[src/rtl/sram_port_arbiter.sv]
// sram_port_arbiter: shares one single-port SRAM between port A (encryptor
// datapath) and port B (host/loader). Round-robin ownership with a burst
// limit; read data is steered back to the issuing port through a tag pipeline
// whose depth matches the SRAM read latency.
//
// Handshake: a port raises x_req and holds its fields until accepted. A cycle
// with x_gnt==1 and x_req==1 is an access; that cycle counts as accepted and
// the port may present new fields (or drop x_req) on the next cycle. Reads
// return on a one-cycle x_rvalid pulse RD_LAT+1 cycles after the access.
//
// Optional build macro: SRAM_ARB_STATS_EN enables the saturating per-port
// access counters a_count / b_count; without it both read as zero.
//
// fsm_state exposes the arbiter state (0 IDLE, 1 OWN_A, 2 OWN_B) for debug.
module sram_port_arbiter #(
  parameter int ADDR_W    = 16,
  parameter int DATA_W    = 8,
  parameter int RD_LAT    = 1,
  parameter int MAX_BURST = 8
) (
  input  logic              clk,
  input  logic              n_rst,
  input  logic              a_req,
  input  logic              a_we,
  input  logic [ADDR_W-1:0] a_addr,
  input  logic [DATA_W-1:0] a_wdata,
  output logic              a_gnt,
  output logic [DATA_W-1:0] a_rdata,
  output logic              a_rvalid,
  input  logic              b_req,
  input  logic              b_we,
  input  logic [ADDR_W-1:0] b_addr,
  input  logic [DATA_W-1:0] b_wdata,
  output logic              b_gnt,
  output logic [DATA_W-1:0] b_rdata,
  output logic              b_rvalid,
  output logic              sram_w_en,
  output logic              sram_r_en,
  output logic [ADDR_W-1:0] sram_addr,
  output logic [DATA_W-1:0] sram_wdata,
  input  logic [DATA_W-1:0] sram_rdata,
  output logic [15:0]       a_count,
  output logic [15:0]       b_count,
  output logic [1:0]        fsm_state
);

  typedef enum logic [1:0] {
    IDLE  = 2'd0,
    OWN_A = 2'd1,
    OWN_B = 2'd2
  } state_t;

  localparam int BW = (MAX_BURST > 1) ? $clog2(MAX_BURST) : 1;

  state_t          state, state_nxt;
  logic [BW-1:0]   burst_cnt, burst_cnt_nxt;
  logic            last_owner, last_owner_nxt;   // 0 = A, 1 = B
  logic            acc_a, acc_b, burst_last;
  logic [RD_LAT-1:0] tag_v, tag_b;               // valid and owner (1 = B) per stage
  logic            ret_v, ret_b;

  assign acc_a      = (state == OWN_A) && a_req;
  assign acc_b      = (state == OWN_B) && b_req;
  assign burst_last = (burst_cnt == BW'(MAX_BURST - 1));
  assign fsm_state  = state;

  // State, burst counter and last owner registers
  always_ff @(posedge clk or posedge n_rst) begin
    if (n_rst) begin
      state      <= IDLE;
      burst_cnt  <= '0;
      last_owner <= 1'b1;
    end else begin
      state      <= state_nxt;
      burst_cnt  <= burst_cnt_nxt;
      last_owner <= last_owner_nxt;
    end
  end

  // Next-state: round-robin on ties, hand over after MAX_BURST accesses if the other port waits
  always_comb begin
    state_nxt      = state;
    burst_cnt_nxt  = burst_cnt;
    last_owner_nxt = last_owner;
    case (state)
      IDLE: begin
        burst_cnt_nxt = '0;
        if (a_req && b_req) state_nxt = last_owner ? OWN_A : OWN_B;
        else if (a_req)     state_nxt = OWN_A;
        else if (b_req)     state_nxt = OWN_B;
      end
      OWN_A: begin
        if (!a_req) begin
          burst_cnt_nxt  = '0;
          last_owner_nxt = 1'b0;
          state_nxt      = b_req ? OWN_B : IDLE;
        end else if (burst_last) begin
          burst_cnt_nxt = '0;
          if (b_req) begin
            state_nxt      = OWN_B;
            last_owner_nxt = 1'b0;
          end
        end else begin
          burst_cnt_nxt = burst_cnt + BW'(1);
        end
      end
      OWN_B: begin
        if (!b_req) begin
          burst_cnt_nxt  = '0;
          last_owner_nxt = 1'b1;
          state_nxt      = a_req ? OWN_A : IDLE;
        end else if (burst_last) begin
          burst_cnt_nxt = '0;
          if (a_req) begin
            state_nxt      = OWN_A;
            last_owner_nxt = 1'b1;
          end
        end else begin
          burst_cnt_nxt = burst_cnt + BW'(1);
        end
      end
      default: begin
        state_nxt     = IDLE;
        burst_cnt_nxt = '0;
      end
    endcase
  end

  // Outputs: grants decoded from state, SRAM pins driven from the owner during an access
  always_comb begin
    a_gnt      = (state == OWN_A);
    b_gnt      = (state == OWN_B);
    sram_w_en  = 1'b0;
    sram_r_en  = 1'b0;
    sram_addr  = '0;
    sram_wdata = '0;
    if (acc_a) begin
      sram_w_en  = a_we;
      sram_r_en  = ~a_we;
      sram_addr  = a_addr;
      sram_wdata = a_wdata;
    end else if (acc_b) begin
      sram_w_en  = b_we;
      sram_r_en  = ~b_we;
      sram_addr  = b_addr;
      sram_wdata = b_wdata;
    end
  end

  // Read tag pipeline: one stage per cycle of SRAM read latency
  always_ff @(posedge clk or posedge n_rst) begin
    if (n_rst) begin
      tag_v <= '0;
      tag_b <= '0;
    end else begin
      tag_v[0] <= sram_r_en;
      tag_b[0] <= acc_b;
      for (int i = 1; i < RD_LAT; i++) begin
        tag_v[i] <= tag_v[i-1];
        tag_b[i] <= tag_b[i-1];
      end
    end
  end

  assign ret_v = tag_v[RD_LAT-1];
  assign ret_b = tag_b[RD_LAT-1];

  // Capture returning read data into the issuing port and pulse its rvalid
  always_ff @(posedge clk or posedge n_rst) begin
    if (n_rst) begin
      a_rdata  <= '0;
      b_rdata  <= '0;
      a_rvalid <= 1'b0;
      b_rvalid <= 1'b0;
    end else begin
      a_rvalid <= ret_v && !ret_b;
      b_rvalid <= ret_v && ret_b;
      if (ret_v && !ret_b) a_rdata <= sram_rdata;
      if (ret_v && ret_b)  b_rdata <= sram_rdata;
    end
  end

`ifdef SRAM_ARB_STATS_EN
  // Saturating per-port access counters
  always_ff @(posedge clk or posedge n_rst) begin
    if (n_rst) begin
      a_count <= '0;
      b_count <= '0;
    end else begin
      if (acc_a && (a_count != 16'hFFFF)) a_count <= a_count + 16'd1;
      if (acc_b && (b_count != 16'hFFFF)) b_count <= b_count + 16'd1;
    end
  end
`else
  assign a_count = '0;
  assign b_count = '0;
`endif

endmodule

[config.mk]
export PLATFORM = sky130hd
export DESIGN_NAME = sram_port_arbiter
export DESIGN_NICKNAME = d
export VERILOG_FILES = /design/src/rtl/sram_port_arbiter.sv
export SDC_FILE = /design/constraint.sdc
export NUM_CORES = 1
export LEC_CHECK = 0
export ABC_AREA = 1
export ABC_CLOCK_PERIOD_IN_PS = 4800
export CELL_PAD_IN_SITES_DETAIL_PLACEMENT = 1
export CELL_PAD_IN_SITES_GLOBAL_PLACEMENT = 1
export CORE_MARGIN = 3
export CORE_UTILIZATION = 23
export DETAILED_ROUTE_END_ITERATION = 8
export HOLD_SLACK_MARGIN = 0.1
export PLACE_DENSITY_LB_ADDON = 0.1
export SYNTH_ARGS = -nofsm -noshare
export SYNTH_HDL_FRONTEND = slang
export SYNTH_SLANG_ARGS = --single-unit
[constraint.sdc]
create_clock -name clk -period 4.8 [get_ports clk]
set_input_delay 1.44 -clock clk [delete_from_list [all_inputs] [get_ports clk]]
set_output_delay 1.44 -clock clk [all_outputs]
set_load 0.03 [all_outputs]
==> flow_metrics.py <==
metrics = {
    "run_status": {
        "status": "complete, no violations",
    },
    "critical_path": {
        "crit_fanout": 25,
        "path_cells": "clkdlybuf4s50_1, nand2_2, inv_2, nand3_1, nand2_1, buf_4",
        "crit_slowest_cell": "clkdlybuf4s50_1",
        "critPathKind": "in2out",
        "crit_path_max_incr_delay_ns": 0.57,
        "reg2reg_slack_ns": 3.02,
        "required_ns": 3.36,
        "r2r_cells": 10,
        "cp-end-kind": "primary output",
        "cp.arrival_ns": 2.87,
        "critPathLaunchType": "primary input",
    },
    "cells_and_area": {
        "layout-drive-gt1-share_pct": 11.58,
        "layout.nets": 425,
        "syn_to_final_growth_pct": 59.11,
        "final_cell_area_um2": 2863,
        "antenna-diode-count": 0,
        "nFillCells": 926,
        "final_util_pct": 38.64,
        "fin_cells": 453,
    },
    "placed_design": {
        "placedCellCount": 449,
        "placed_cell_area_um2": 2791,
        "gp_congestion": 0.7549,
        "port_buffers": 109,
        "hpwl_mm": 4.655,
    },
    "min_path": {
        "hp-class": "reg2reg",
        "hold_depth": 1,
    },
    "clock_network": {
        "cts_resized": 0,
        "post_cts_buffers": 0,
        "cts_tree": "built",
        "htree_levels": 1,
        "clk_latency_ns": 0.26,
        "clock-sinks": 26,
        "cts.clk_slew.worst_paths_ns": 0.09,
        "cts_inserted_buffers": 3,
        "clock-root-buffer": "clkbuf_8",
        "clk_path_buf_depth": 2,
        "cts_hold_buf": 0,
    },
    "timing": {
        "rsz0062_at_grt": "no",
        "skew_ns": 0.003262,
        "setup_viol": 0,
        "fin_crit_sh_pct": 89.80,
        "tightest_slew_ns": 0.9770,
        "tns_ns": 0,
        "relSlewSlack_pct": 34.79,
        "slew_viol_final": 0,
        "finalHoldViolCount": 0,
        "period_needed_ns": 4.310,
        "clock.fmax_mhz": 232.0,
    },
    "synthesis": {
        "syn_inst": 249,
        "ys_types": 21,
        "synth_top_flop_cell": "dfrtp_1",
        "ys_async_sr_fraction_pct": 100.0,
        "synth-simple-area-share_pct": 31.02,
        "yosysTopAreaCell": "dfrtp_1",
        "synth.avg_cell_area_um2": 7.226,
        "synthMuxAreaShare_pct": 0,
        "synth_common_cells": "nand2_1 (88), buf_4 (36), nand3_1 (28), dfrtp_1 (25), inv_1 (20)",
        "synth_fa_ha_area_share_pct": 5.563,
        "synth_top_family_by_area": "simple AND/OR/NAND/NOR gates",
        "synth_xor_area_share_pct": 0,
        "synth_area_leaders": "dfrtp_1 (35%), nand2_1 (18%), buf_4 (15%)",
        "yosys.area.top_type_share_pct": 34.77,
        "synth_area_um2": 1799,
        "ys_warn_count": 0,
        "yosysSeqAreaShare_pct": 36.23,
        "synth_edf_count": 0,
        "synth-compound-area-share_pct": 5.633,
        "yosysMostFrequentCell": "nand2_1",
        "yosys_register_bits": 26,
    },
    "pwr": {
        "power_leakage_nw": 1.500,
        "p_per_area_nw_per_um2": 506.2,
        "ir_worst_vdd_uv": 111.8,
    },
    "die": {
        "floorplan.die_area_um2": 8920,
        "ios": 142,
        "start_util_pct": 24.29,
        "num_rows": 31,
        "chipHeight_um": 94.45,
        "die_x_um": 94.45,
        "core_um2": 7408,
    },
    "global_route": {
        "grt_max_degree": 27,
        "grt_use_total_pct": 11.95,
        "grt_overflow_total": 0,
        "antenna_found_initial": 0,
        "grt_pass1_wl_mm": 8.521,
        "grt_pass1_vias": 1809,
    },
    "detailed_routing": {
        "drc": 0,
        "vias": 1820,
        "final_antenna_net_count": 0,
        "viasPerCell": 4.018,
        "first_iter_violations": 24,
        "post_drt_wl_per_cell_um": 12.36,
        "drtPass1Iterations": 4,
        "totalWireLength_mm": 5.597,
    },
    "job": {
        "maxCapViolCount": 0,
    },
}
==> metrics by stage <==
step | hold slack, ns | worst slack, ns | total power [mW]
final | 0.4365 | 0.4898 | 1.449
after detailed placement | 0.4325 | 0.4799 | 1.292
after CTS | 0.4454 | 0.4743 | 1.477
after floorplan | 0.4079 | 1.131 | 0.9382
after global routing | 0.4623 | 0.3573 | 1.560
after global placement | 0.4269 | 0.4836 | 1.284
==> per-layer routing <==
metal | GRT usage [%] | wire length (um) | vias up
li1 | - | - | 914
met1 | 14.11 | 2202 | 826
met2 | 21.75 | 2906 | 78
met3 | 2.789 | 464 | 2
met4 | 2.888 | 23 | 0
met5 | 0 | 0 | -
==> path summary, 6_finish.rpt <==
| path | to | from |
|---|---|---|
| worst max-delay path | sram_addr[7] | b_req |
| worst min-delay path | burst_cnt[0] | burst_cnt[0] |
| min in group asynchronous | fsm_state[1] | n_rst |
| worst max register to register | fsm_state[0] | fsm_state[1] |
| worst min register to register | burst_cnt[0] | burst_cnt[0] |
| max in group asynchronous | a_rdata[6] | n_rst |
==> flip-flops by register name, summed over array words and instances (netlist names) <==
name and count:
a_rvalid 1, ret_v 1, b_rdata 8, b_rvalid 1
burst_cnt 3, fsm_state 2, last_owner 1, ret_b 1
a_rdata 8
==> power breakdown <==
| group | internal (mW) | switching [mW] | leakage (nW) |
|---|---|---|---|
| Clock | 0.111 | 0.0668 | 0.0357 |
| Sequential | 0.306 | 0.0558 | 0.316 |
| Combinational | 0.347 | 0.562 | 1.15 |
==> cells in the final DEF (no fill, tap or decap), drive strengths merged <==
cell,count
nand2,92
clkdlybuf4s50,83
conb,32
nand3,28
buf,28
dfrtp,25
inv,22
o21ai,18
nor2,10
ha,8
clkbuf,3
o21a,1
or2,1
and2,1
bufinv,1
dfstp,1
==> logic make-up after synthesis <==
| family | after synthesis |
|---|---|
| DFF | 26 |
| and+or+nand+nor | 132 |
| adders and majority gates | 8 |
| other | 1 |
| buffers and inverters | 63 |
| AOI/OAI and AO/OA | 19 |
==> critical path, delay by kind of cell <==
| family | cells | cell delay [ns] |
|---|---|---|
| buffers and inverters | 3 | 1.07 |
| AND/OR/NAND/NOR | 3 | 0.35 |
==> cell type report <==
class / count / area, um^2 / area share [%]
Tap cell: 99 / 123.9 / 4.327
Clock buffer: 3 / 41.29 / 1.442
Sequential cell: 26 / 651.9 / 22.77
Inverter: 22 / 82.58 / 2.885
Timing Repair Buffer: 111 / 1054 / 36.80
Multi-Input combinational cell: 191 / 879.6 / 30.73
Clock inverter: 1 / 30.03 / 1.049
Note: power is estimated with default switching activity, not from simulation.
